--- src/rtl/fifo_uart_tx_pkg.sv ---
// Shared types and line levels for the FIFO-fed UART transmitter.
// The state enum is common to the top and to anything that observes its FSM.
package uart_pkg;

    typedef enum logic [2:0] {
        IDLE,
        LOAD,
        START,
        DATA,
        PARITY,
        STOP
    } tx_state_t;

    localparam logic UART_IDLE_LEVEL  = 1'b1;
    localparam logic UART_START_LEVEL = 1'b0;

endpackage

--- src/rtl/fifo_uart_tx_baud_cnt.sv ---
// Baud timer: counts 0..CLKS_PER_BIT-1 while not cleared and pulses bit_done
// on the last count, wrapping to 0 so the next bit state starts from zero.
module uart_baud_cnt #(
    parameter int CLKS_PER_BIT = 16
) (
    input  logic clk,
    input  logic reset_n,
    input  logic clear,
    output logic bit_done
);

    localparam int CNT_W = (CLKS_PER_BIT > 1) ? $clog2(CLKS_PER_BIT) : 1;
    localparam logic [CNT_W-1:0] CNT_LAST = CNT_W'(CLKS_PER_BIT - 1);

    logic [CNT_W-1:0] cnt_q;
    logic [CNT_W-1:0] cnt_d;

    always_comb begin
        bit_done = ~clear && (cnt_q == CNT_LAST);
        if (clear || bit_done) begin
            cnt_d = '0;
        end else begin
            cnt_d = cnt_q + CNT_W'(1);
        end
    end

    always_ff @(posedge clk or negedge reset_n) begin
        if (!reset_n) begin
            cnt_q <= '0;
        end else begin
            cnt_q <= cnt_d;
        end
    end

endmodule

--- src/rtl/fifo_uart_tx.sv ---
// UART transmitter that drains an upstream synchronous FIFO: pops a word in IDLE,
// captures it from the registered read port in LOAD, then shifts out the frame LSB-first.
module fifo_uart_tx
    import uart_pkg::*;
#(
    parameter int DATA_BITS    = 8,
    parameter int CLKS_PER_BIT = 16,
    parameter int PARITY_EN    = 0,
    parameter int PARITY_ODD   = 0,
    parameter int STOP_BITS    = 1
) (
    input  logic                 clk,
    input  logic                 reset_n,
    input  logic                 tx_enable,
    input  logic                 fifo_empty,
    output logic                 pop,
    input  logic [DATA_BITS-1:0] rd_data,
    output logic                 tx,
    output logic                 busy
);

    localparam int IDX_W = (DATA_BITS > 1) ? $clog2(DATA_BITS) : 1;
    localparam logic [IDX_W-1:0] IDX_LAST  = IDX_W'(DATA_BITS - 1);
    localparam logic             STOP_LAST = 1'(STOP_BITS - 1);

    tx_state_t              state_q, state_d;
    logic [DATA_BITS-1:0]   shift_q, shift_d;
    logic [IDX_W-1:0]       bit_idx_q, bit_idx_d;
    logic                   stop_cnt_q, stop_cnt_d;
    logic                   parity_q, parity_d;
    logic                   tx_q, tx_d;
    logic                   baud_clear;
    logic                   bit_done;

    // The baud timer only runs in the serial bit states; it wraps on its own at each bit end.
    assign baud_clear = (state_q == IDLE) || (state_q == LOAD);

    uart_baud_cnt #(
        .CLKS_PER_BIT(CLKS_PER_BIT)
    ) u_baud (
        .clk     (clk),
        .reset_n (reset_n),
        .clear   (baud_clear),
        .bit_done(bit_done)
    );

    always_comb begin
        state_d    = state_q;
        shift_d    = shift_q;
        bit_idx_d  = bit_idx_q;
        stop_cnt_d = stop_cnt_q;
        parity_d   = parity_q;
        tx_d       = tx_q;
        pop        = 1'b0;

        case (state_q)
            IDLE: begin
                // Gated by reset so a held reset never drains the FIFO.
                pop  = reset_n & tx_enable & ~fifo_empty;
                tx_d = UART_IDLE_LEVEL;
                if (pop) begin
                    state_d = LOAD;
                end
            end

            LOAD: begin
                shift_d   = rd_data;
                parity_d  = (PARITY_ODD != 0) ? ~(^rd_data) : (^rd_data);
                bit_idx_d = '0;
                state_d   = START;
                tx_d      = UART_START_LEVEL;
            end

            START: begin
                if (bit_done) begin
                    state_d   = DATA;
                    bit_idx_d = '0;
                    tx_d      = shift_q[0];
                end
            end

            DATA: begin
                if (bit_done) begin
                    shift_d = shift_q >> 1;
                    if (bit_idx_q == IDX_LAST) begin
                        bit_idx_d = '0;
                        if (PARITY_EN != 0) begin
                            state_d = PARITY;
                            tx_d    = parity_q;
                        end else begin
                            state_d    = STOP;
                            stop_cnt_d = 1'b0;
                            tx_d       = UART_IDLE_LEVEL;
                        end
                    end else begin
                        bit_idx_d = bit_idx_q + IDX_W'(1);
                        tx_d      = shift_d[0];
                    end
                end
            end

            PARITY: begin
                if (bit_done) begin
                    state_d    = STOP;
                    stop_cnt_d = 1'b0;
                    tx_d       = UART_IDLE_LEVEL;
                end
            end

            STOP: begin
                tx_d = UART_IDLE_LEVEL;
                if (bit_done) begin
                    if (stop_cnt_q == STOP_LAST) begin
                        state_d    = IDLE;
                        stop_cnt_d = 1'b0;
                    end else begin
                        stop_cnt_d = stop_cnt_q + 1'b1;
                    end
                end
            end

            default: begin
                state_d = IDLE;
                tx_d    = UART_IDLE_LEVEL;
            end
        endcase
    end

    always_ff @(posedge clk or negedge reset_n) begin
        if (!reset_n) begin
            state_q    <= IDLE;
            shift_q    <= '0;
            bit_idx_q  <= '0;
            stop_cnt_q <= 1'b0;
            parity_q   <= 1'b0;
            tx_q       <= UART_IDLE_LEVEL;
        end else begin
            state_q    <= state_d;
            shift_q    <= shift_d;
            bit_idx_q  <= bit_idx_d;
            stop_cnt_q <= stop_cnt_d;
            parity_q   <= parity_d;
            tx_q       <= tx_d;
        end
    end

    assign tx   = tx_q;
    assign busy = (state_q != IDLE);

endmodule

--- config.mk ---
export PLATFORM = sky130hd
export DESIGN_NAME = fifo_uart_tx
export DESIGN_NICKNAME = d
export VERILOG_FILES = /design/src/rtl/fifo_uart_tx_pkg.sv /design/src/rtl/fifo_uart_tx_baud_cnt.sv /design/src/rtl/fifo_uart_tx.sv
export SDC_FILE = /design/constraint.sdc
export NUM_CORES = 1
export LEC_CHECK = 0
export CAP_MARGIN = 5
export CORE_UTILIZATION = 47
export CTS_CLUSTER_DIAMETER = 150
export CTS_CLUSTER_SIZE = 14
export DETAILED_ROUTE_END_ITERATION = 16
export MAX_ROUTING_LAYER = met4
export PLACE_DENSITY = 0.8
export SLEW_MARGIN = 20
export SYNTH_ARGS = -nofsm -noshare
export SYNTH_HDL_FRONTEND = slang
export SYNTH_SLANG_ARGS = --single-unit
export TNS_END_PERCENT = 100
--- constraint.sdc ---
create_clock -name clk -period 1.4 [get_ports clk]
set_input_delay 0.21 -clock clk [delete_from_list [all_inputs] [get_ports clk]]
set_output_delay 0.21 -clock clk [all_outputs]
set_load 0.02 [all_outputs]
==> results of run 1 <==
[synthesized netlist by cell type (all sizes together), types with 2 or more instances]
cell / n
dfrtp: 18
o22ai: 2
nand3b: 2
nor2: 4
o21ai: 3
nand2b: 3
a32o: 2
mux2: 15
nand3: 2
ha: 3
buf: 3
a21oi: 3
a22o: 3
inv: 2
nor2b: 2
[power groups by stage]
stage	clock network, W	logic (W)	registers, W
finish	0.000285	0.0000797	0.000567
CTS	0.000293	0.0000806	0.000567
detailed placement	0	0.0000760	0.000577
global placement	0	0.0000738	0.000576
floorplan	0	0.0000230	0.000577
global route	0.000312	0.0000863	0.000568
[metal layers]
metal	track usage [%]	vias up	routed length, microns
li1	-	397	-
met1	27.15	411	958
met2	36.76	33	1204
met3	2.160	4	91
met4	10.48	0	40
met5	-	-	0
[critical path, stage by stage, from the launching register on]
cell	delay, ns
dfrtp_1	0.39
or3_4	0.41
buf_6	0.13
buf_6	0.12
[final cells by class]
type                            count  area (sq um)  share of cell area (%)
Clock buffer                        4         26.28                   1.744
Inverter                            2         7.507                  0.4983
Multi-Input combinational cell     61         635.6                   42.19
Sequential cell                    19         476.7                   31.64
Tap cell                           27         33.78                   2.243
Timing Repair Buffer               36         326.6                   21.68
[repair_timing]
action                     in CTS  in global routing
resized for setup              22                  8
cloned                          0                  0
setup buffers                   4                  2
pin swaps                       7                  2
hold buffers                    0                  0
setup endpoints to repair      13                 18
[state kept, by name, indices dropped and copies added (netlist names)]
register and count:
u_baud.cnt_q 4, bit_idx_q 3, state_q 3, tx 1, shift_q 8
[placed cells by master, fill, tap and decap left out, drive strengths merged]
| cell | synthesis | layout |
|---|---|---|
| inv | 2 | 2 |
| a22o | 3 | 3 |
| clkbuf | 0 | 4 |
| nor2 | 4 | 4 |
| mux2 | 15 | 15 |
| a32o | 2 | 2 |
| dfrtp | 18 | 18 |
| nor2b | 2 | 2 |
| o221ai | 1 | 1 |
| nor3 | 1 | 1 |
| nand3 | 2 | 2 |
| ha | 3 | 3 |
| o21bai | 1 | 1 |
| o21ai | 3 | 3 |
| buf | 3 | 24 |
| nand2b | 3 | 3 |
| nand4b | 1 | 1 |
| dfstp | 1 | 1 |
| or3 | 1 | 1 |
| a31oi | 1 | 1 |
| or3b | 1 | 1 |
| o211ai | 1 | 1 |
| and4bb | 1 | 1 |
| a221o | 1 | 1 |
| xnor2 | 1 | 1 |
| clkdlybuf4s15 | 0 | 1 |
| nand3b | 2 | 2 |
| and2 | 1 | 1 |
| and4b | 1 | 1 |
| a211oi | 1 | 1 |
| a21oi | 3 | 3 |
| clkdlybuf4s50 | 0 | 11 |
| nand2 | 1 | 1 |
| nor3b | 1 | 1 |
| o22ai | 2 | 2 |
| and3 | 1 | 1 |
[per-stage QoR]
stage / cell area (sq um) / setup slack (ns) / hold WS [ns] / cells / setup TNS [ns]
2_1_floorplan: 1115 / -0.07198 / -0.08559 / 85 / -0.1100
3_3_place_gp: 1389 / -0.3389 / 0.4953 / 140 / -0.8262
3_5_place_dp: 1389 / -0.3780 / 0.4960 / 140 / -1.085
4_1_cts: 1471 / -0.1673 / 0.3016 / 147 / -0.8474
5_1_grt: 1506 / -0.1878 / 0.3010 / 149 / -1.290
6_report: 1506 / -0.1537 / 0.2845 / 149 / -0.7454
[logic make-up after synthesis]
kind of cell,count (synthesis),share of synthesized area (%)
xor+xnor,1,0.8256
buf+inv,5,3.302
flops,19,44.93
simple gates,23,15.68
fa+ha+maj,3,3.538
mux,15,17.34
compound gates,19,14.39
[worst paths after layout]
path | start | to | slack (ns) | depth (start not counted)
hold reg to reg | shift_q[6] | shift_q[6] | 0.53 | 1
max in group asynchronous | reset_n | tx | 0.86 | 2
setup / recovery | state_q[1] | busy | -0.15 | 3
min in group clk | shift_q[6] | shift_q[6] | 0.53 | 1
setup reg to reg | bit_idx_q[0] | bit_idx_q[1] | -0.08 | 5
hold / removal | reset_n | u_baud.cnt_q[2] | 0.28 | 2
==> results.md, run 1 <==
Status:
- The run finished, with violations left.
- The final reports fail on setup timing.

Logic synthesis:
- Among all flip-flop cells after synthesis, the most frequent one is dfrtp_1.
- During synthesis, Yosys emitted a total of 0 warnings.
- The number of flip-flops and latches in the synthesized netlist is 19.
- The area share of the largest cell type after synthesis is 42.45%.
- The cell taking the most area after synthesis is dfrtp_1.
- The number of synthesized flops with an enable pin is 0.
- The distinct cell type count of the synthesized netlist is 39.
- After synthesis the cells add up to 1061 sq um.
- The average instance area after synthesis is 12.48 sq um.
- By area the synthesized netlist is led by dfrtp_1 42%, mux2_2 7.4%, mux2_4 5.7%, mux2_1 4.2%, ha_1 3.5%.
- The fraction of synthesis flops using an asynchronous set or reset pin is 100.0%.
- The number of nets in the synthesized netlist is 100.
- Synthesis produced between 80 and 90 cells.
- The share of the Yosys chip area taken by registers is roughly 45%.

Global routing:
- The initial antenna violation count is 0.
- The global-route wire length before repair is approximately 4000 microns.
- Entering global routing, the biggest net connects 20 pins.
- The remaining global-route overflow is 0.
- The number of global-route vias before repair is 856.
- The global-route usage over all layers is 22.13%.

Timing:
- The maximum operating frequency is approximately 640 MHz.
- The total count of max-transition violations in the final report was 0.
- At the pin with the least slew margin, the transition time is 0.3647 ns.
- The hold violation total from the final report is 0.
- The final critical-path share of the clock period is 111.0%.
- The headroom to the max-slew limit is roughly 76%.
- The worst setup margin is -0.1537 ns.
- The largest clock skew in the final design is 0.0006319 ns.
- The final critical delay including setup and external delays is 1.554 ns.
- Setup repair after global routing could not meet its margin everywhere.
- The count of endpoints failing setup in the final report is 11.

Hold path:
- The classification of the worst-slack hold path is in -> async.

Cells and area:
- The post-route core utilization is 73.77%.
- The area growth from synthesis to layout is 41.98%.
- The number of diodes is 0.
- The fraction of final layout cells sized beyond drive strength 1 is 46.72%.
- The final net count is around 140.
- The layout has 152 filler cells.

Power:
- In this run, flip-flops and latches consume 60.9% of the power.
- The switching power share of the total is 22.23%.
- In this run, the clock network consumes between 30% and 40% of the power.
- The share of total power dissipated in combinational logic is 8.5%.
- The internal portion of the total power is 0.0007248 W.
- The leakage dissipation is 0.6412 nW.
- In this run the power spent charging and discharging nets is 0.0002071 W.
- Across the VDD grid, the largest voltage drop is between 0.0005 and 0.0006 V.
- The total design power is 0.0009320 W.
- Power spread over the standard cell area amounts to roughly 620 nW/um^2.

Clock network:
- Clock-pin slew was measured on the worst setup and hold paths at 0.11 ns.
- Clock tree synthesis inserted a total of 3 buffers.
- The TritonCTS clock tree is yes.
- The longest clock path from root to sink contains 2 buffers.
- The root buffer cell is clkbuf_4.
- The H-tree level count is 1.
- The number of sinks handled by clock tree synthesis is 19.
- The clock latency on the worst-skew pair is 0.30 ns.

Routing:
- The detail route stage leaves a number of antenna-violating nets equal to 0.
- The detailed router finished its first iteration with 24 violations.
- Before antenna repair, the detailed router went through 4 iterations.
- Using the TritonRoute via totals, the vias-per-cell ratio works out to 5.671.
- The total via count in the routed design is around 850.
- The post-route DRC violation count is 0.
- The routed design has 2295 microns of wire.
- The detail-routed net length per standard cell is 15.40 microns.

Floorplan:
- The initial utilization of the core area, before any placement, comes to 51.96%.
- Measured along the y axis, the die boundary spans 49.51 microns.
- The core box area is 2042 sq um.
- The floorplan step set the die width to 49.51 microns.
- The area enclosed by the die boundary is 2451 sq um.
- The count of boundary I/O pins is 15.
- The standard-cell row count is 16.

Place:
- The total of buffers placed on input and output ports is 14.
- The HPWL after detailed placement is 1599 microns.
- The weighted congestion at the end of routability-driven global placement is between 0.7 and 0.8.

Flow run:
- The max capacitance violation total is 0.

Critical path:
- For the worst setup path, the data required time is 1.19 ns.
- The nature of the critical path endpoint is an output port.
- The setup path with the least slack is of type reg -> out.
- The maximum fanout along the worst path is 2.
- The kind of start point of the critical path is a register.
- Data on the critical path arrives at its endpoint at 1.34 ns.
Note: power is estimated with default switching activity, not from simulation.
==> run 2, diff against run 1 <==
--- a/config.mk
+++ b/config.mk
@@ -6,12 +6,12 @@
 export NUM_CORES = 1
 export LEC_CHECK = 0
 export CAP_MARGIN = 5
-export CORE_UTILIZATION = 47
+export CORE_UTILIZATION = 52
 export CTS_CLUSTER_DIAMETER = 150
 export CTS_CLUSTER_SIZE = 14
 export DETAILED_ROUTE_END_ITERATION = 16
 export MAX_ROUTING_LAYER = met4
-export PLACE_DENSITY = 0.8
+export PLACE_DENSITY = 0.84
 export SLEW_MARGIN = 20
 export SYNTH_ARGS = -nofsm -noshare
 export SYNTH_HDL_FRONTEND = slang
==> constraint.sdc (replaced) <==
create_clock -name clk -period 1.64 [get_ports clk]
set_input_delay 0.246 -clock clk [delete_from_list [all_inputs] [get_ports clk]]
set_output_delay 0.246 -clock clk [all_outputs]
set_load 0.02 [all_outputs]
==> run 2 against run 1 <==
Compared with the run above:
- the flow now finishes without violations
- core utilization shrank 1.5 points
- largest power group unchanged
- combinational power decreased by 24%
- count of clock-buffer cells in the layout unchanged
- worst hold slack gained 0.043 ns
- die area fell by 9.2%
- final area decreased by 13%
- cell count fell by 9.4%
- non-clock buffer count down 12
- flip-flop and latch count unchanged
==> results.md, run 2 (synthesis results as in run 1) <==
Global routing:
- The pin count of the biggest net entering global routing was 20 (unchanged).
- The global-route usage over all layers is 22.35% (+0.22 points).
- The number of global-route vias before repair was 766 (-11%).
- The initial antenna violation count is 0 (unchanged).
- The global-route wire length before repair came to 3263 microns (-16%).
- The remaining global-route overflow is 0 (unchanged).

Timing:
- Setup repair after global routing could not meet its margin everywhere.
- The count of endpoints failing setup in the final report is 0 (-11).
- The final critical-path share of the clock period is 97.85%.
- The total count of max-transition violations in the final report was 0 (unchanged).
- The largest clock skew in the final design is 0.007639 ns (+0.007007 ns).
- The headroom to the max-slew limit is 75.64% (about the same).
- After layout, the minimum clock period comes to between 1.5 and 2 ns.
- The slew at the pin closest to its max-slew limit is 0.3641 ns (-0.0006144 ns).
- The worst setup margin is 0.03529 ns (+0.1890 ns).
- The hold violation total from the final report is 0 (unchanged).
- The maximum operating frequency is 623.2 MHz.

Cells and area:
- Ranked by flip-flop count, first place goes to shift_q.
- The area growth from synthesis to layout is 24.06%.
- The fraction of final layout cells sized beyond drive strength 1 was 32.73% (-14 points).
- The filler cell count is 140 (-7.9%).
- The number of diodes is 0 (unchanged).
- In the layout the commonest cells are 18 x dfrtp_1, 11 x clkdlybuf4s50_1, 10 x buf_4, 7 x mux2_2.
- The final net count was 126 (-8.7%).
- The most common cell after layout, fill and taps aside is dfrtp_1.
- The cell area after layout came to 1316 sq um (-13%).
- The flip-flop count of the largest register, all copies and words added is 8 (unchanged).
- The largest registers in the layout are shift_q (8), u_baud.cnt_q (4).
- The footprint of the flip-flops and latches is 476.7 sq um (unchanged).
- The post-route core utilization is 72.30% (-1.5 points).
- The multi-input logic area came to 558.0 sq um (-12%).

Critical path:
- The launching element of the worst setup path is state_q[2].
- The critical path depth in cells came to 3 (unchanged).
- The slowest library cell on the worst path is or3_4.
- The nature of the critical path endpoint is an output port.
- The signal arrival time at the worst endpoint is 1.36 ns (+0.02 ns).
- The worst setup path is of the reg -> out kind.
- Broken down by cell family, the worst path's largest delay share belongs to simple AND/OR/NAND/NOR gates.
- In this run the critical register-to-register path is launched from u_baud.cnt_q[1].
- The number of cell instances on the worst register-to-register path is 4 (-1).
- The highest cell delay on the worst timing path is 0.41 ns (about the same).
- Traced cell by cell, the critical path runs through or3_4 -> nor2_2 -> buf_4.
- The maximum fanout along the worst path is 2 (unchanged).
- The worst path required time is 1.39 ns (+0.20 ns).
- The kind of start point of the critical path is a register.
- The combined buffer and inverter count along the critical path is 1 (-1).

Power:
- The leakage dissipation is 0.5650 nW (-12%).
- The power per cell area is 590.5 nW/um^2 (-4.6%).
- The worst vdd rail ir drop is 0.0005560 V (-2.8%).

Floorplan:
- The horizontal die dimension is 47.17 microns (-4.7%).
- The standard-cell row count was 15 (-1).
- The effective utilization at floorplan is 58.28% (+6.3 points).
- The core box area was 1821 sq um (-11%).
- The area enclosed by the die boundary is 2225 sq um (-9.2%).
- The count of boundary I/O pins is 15 (unchanged).
- The height of the chip is 47.17 microns (-4.7%).

Clock network:
- The number of sinks handled by clock tree synthesis is 19 (unchanged).
- The maximum clock insertion buffer count is 2 (unchanged).
- The clock latency on the worst-skew pair is 0.29 ns (about the same).
- The clock transition at the registers of the reported paths is 0.11 ns (about the same).
- The TritonCTS clock tree is yes.
- The tree is rooted in a clkbuf_4.
- The H-tree level count is 1 (unchanged).
- The number of buffers created by CTS was 3 (unchanged).

Flow run:
- The max capacitance violation total came to 0 (unchanged).

Routing:
- The via count normalized by instance count is 5.748 (+1.4%).
- The number of antenna-violating nets in the routed design is 0 (unchanged).
- The detailed-route wire length was 2031 microns (-12%).
- The total via count in the routed design came to 776 (-8.2%).
- The detailed-routing iteration count for the pre-antenna-repair pass is 4 (unchanged).
- The initial detailed-routing violation count came to 10 (-58%).
- The post-route DRC violation count is 0 (unchanged).
- The detail-routed net length per standard cell is 15.04 microns (-2.3%).

Place:
- The HPWL after detailed placement is 1512 microns (-5.4%).
- The weighted congestion at the end of routability-driven global placement is 0.8072 (+3.8%).
- The setup slack after placement is -0.1485 ns (+0.2296 ns).
- The total of buffers placed on input and output ports is 14 (unchanged).
- The post-place instance area is 1280 sq um (-7.8%).

Hold path:
- The tightest min-delay check is of the in -> async type.

Status:
- The flow ran to the end, and the final reports show no timing, DRC or antenna violations.
run 2: cell count changes in the layout (fill, tap and decap cells not counted), moves of 2 or more:
cell / before / now
ha_4: 2 / 0
ha_1: 0 / 3
mux2_1: 0 / 4
buf_4: 17 / 10
mux2_2: 3 / 7
mux2_4: 12 / 4
buf_6: 7 / 2
run 2: per-stage QoR:
stage | total power (W) | std cells | hold slack (ns) | TNS, ns
final | 0.0007772 | 135 | 0.3272 | 0
after global routing | 0.0008119 | 135 | 0.3484 | -0.01562
after CTS | 0.0007855 | 135 | 0.3300 | 0
after detailed placement | 0.0005542 | 131 | 0.4928 | -0.1985
after global placement | 0.0005525 | 131 | 0.4844 | -0.1770
after floorplan | 0.0005100 | 85 | -0.04959 | 0
run 2: repair_timing:
| item | in CTS | in global routing |
|---|---|---|
| resized for setup | 10 | 6 |
| cloned | 0 | 0 |
| buffers inserted | 0 | 0 |
| hold buffers | 0 | 0 |
| pin swaps | 0 | 2 |
| setup endpoints to repair | 3 | 7 |
run 2: power breakdown:
part           switching [W]  internal, W  leakage (nW)  total (W)
combinational      0.0000202    0.0000405         0.317  0.0000607
clock               0.000139    0.0000944        0.0150   0.000234
sequential        0.00000499     0.000478         0.233   0.000483
run 2: final timing paths:
kind / endpoint / slack [ns]
setup / recovery: pop / 0.04
hold / removal: bit_idx_q[0] / 0.33
setup reg to reg: bit_idx_q[1] / 0.06
hold reg to reg: shift_q[4] / 0.52
max in group asynchronous: tx / 1.05
min in group clk: shift_q[4] / 0.52
run 2: area by class of cell:
cell class / instances / area share (%)
tap: 25 / 2.376
inverter: 2 / 0.5703
timing repair buffer: 24 / 16.44
sequential: 19 / 36.22
clock buffer: 4 / 1.996
multi-input combinational: 61 / 42.40
run 2: per-layer routing:
metal  GRT usage, %  up-vias  routed length (microns)
li1               -      370                        -
met1          24.94      382                      918
met2          38.61       18                     1029
met3          3.462        6                       32
met4          10.86        0                       51
met5              -        -                        0
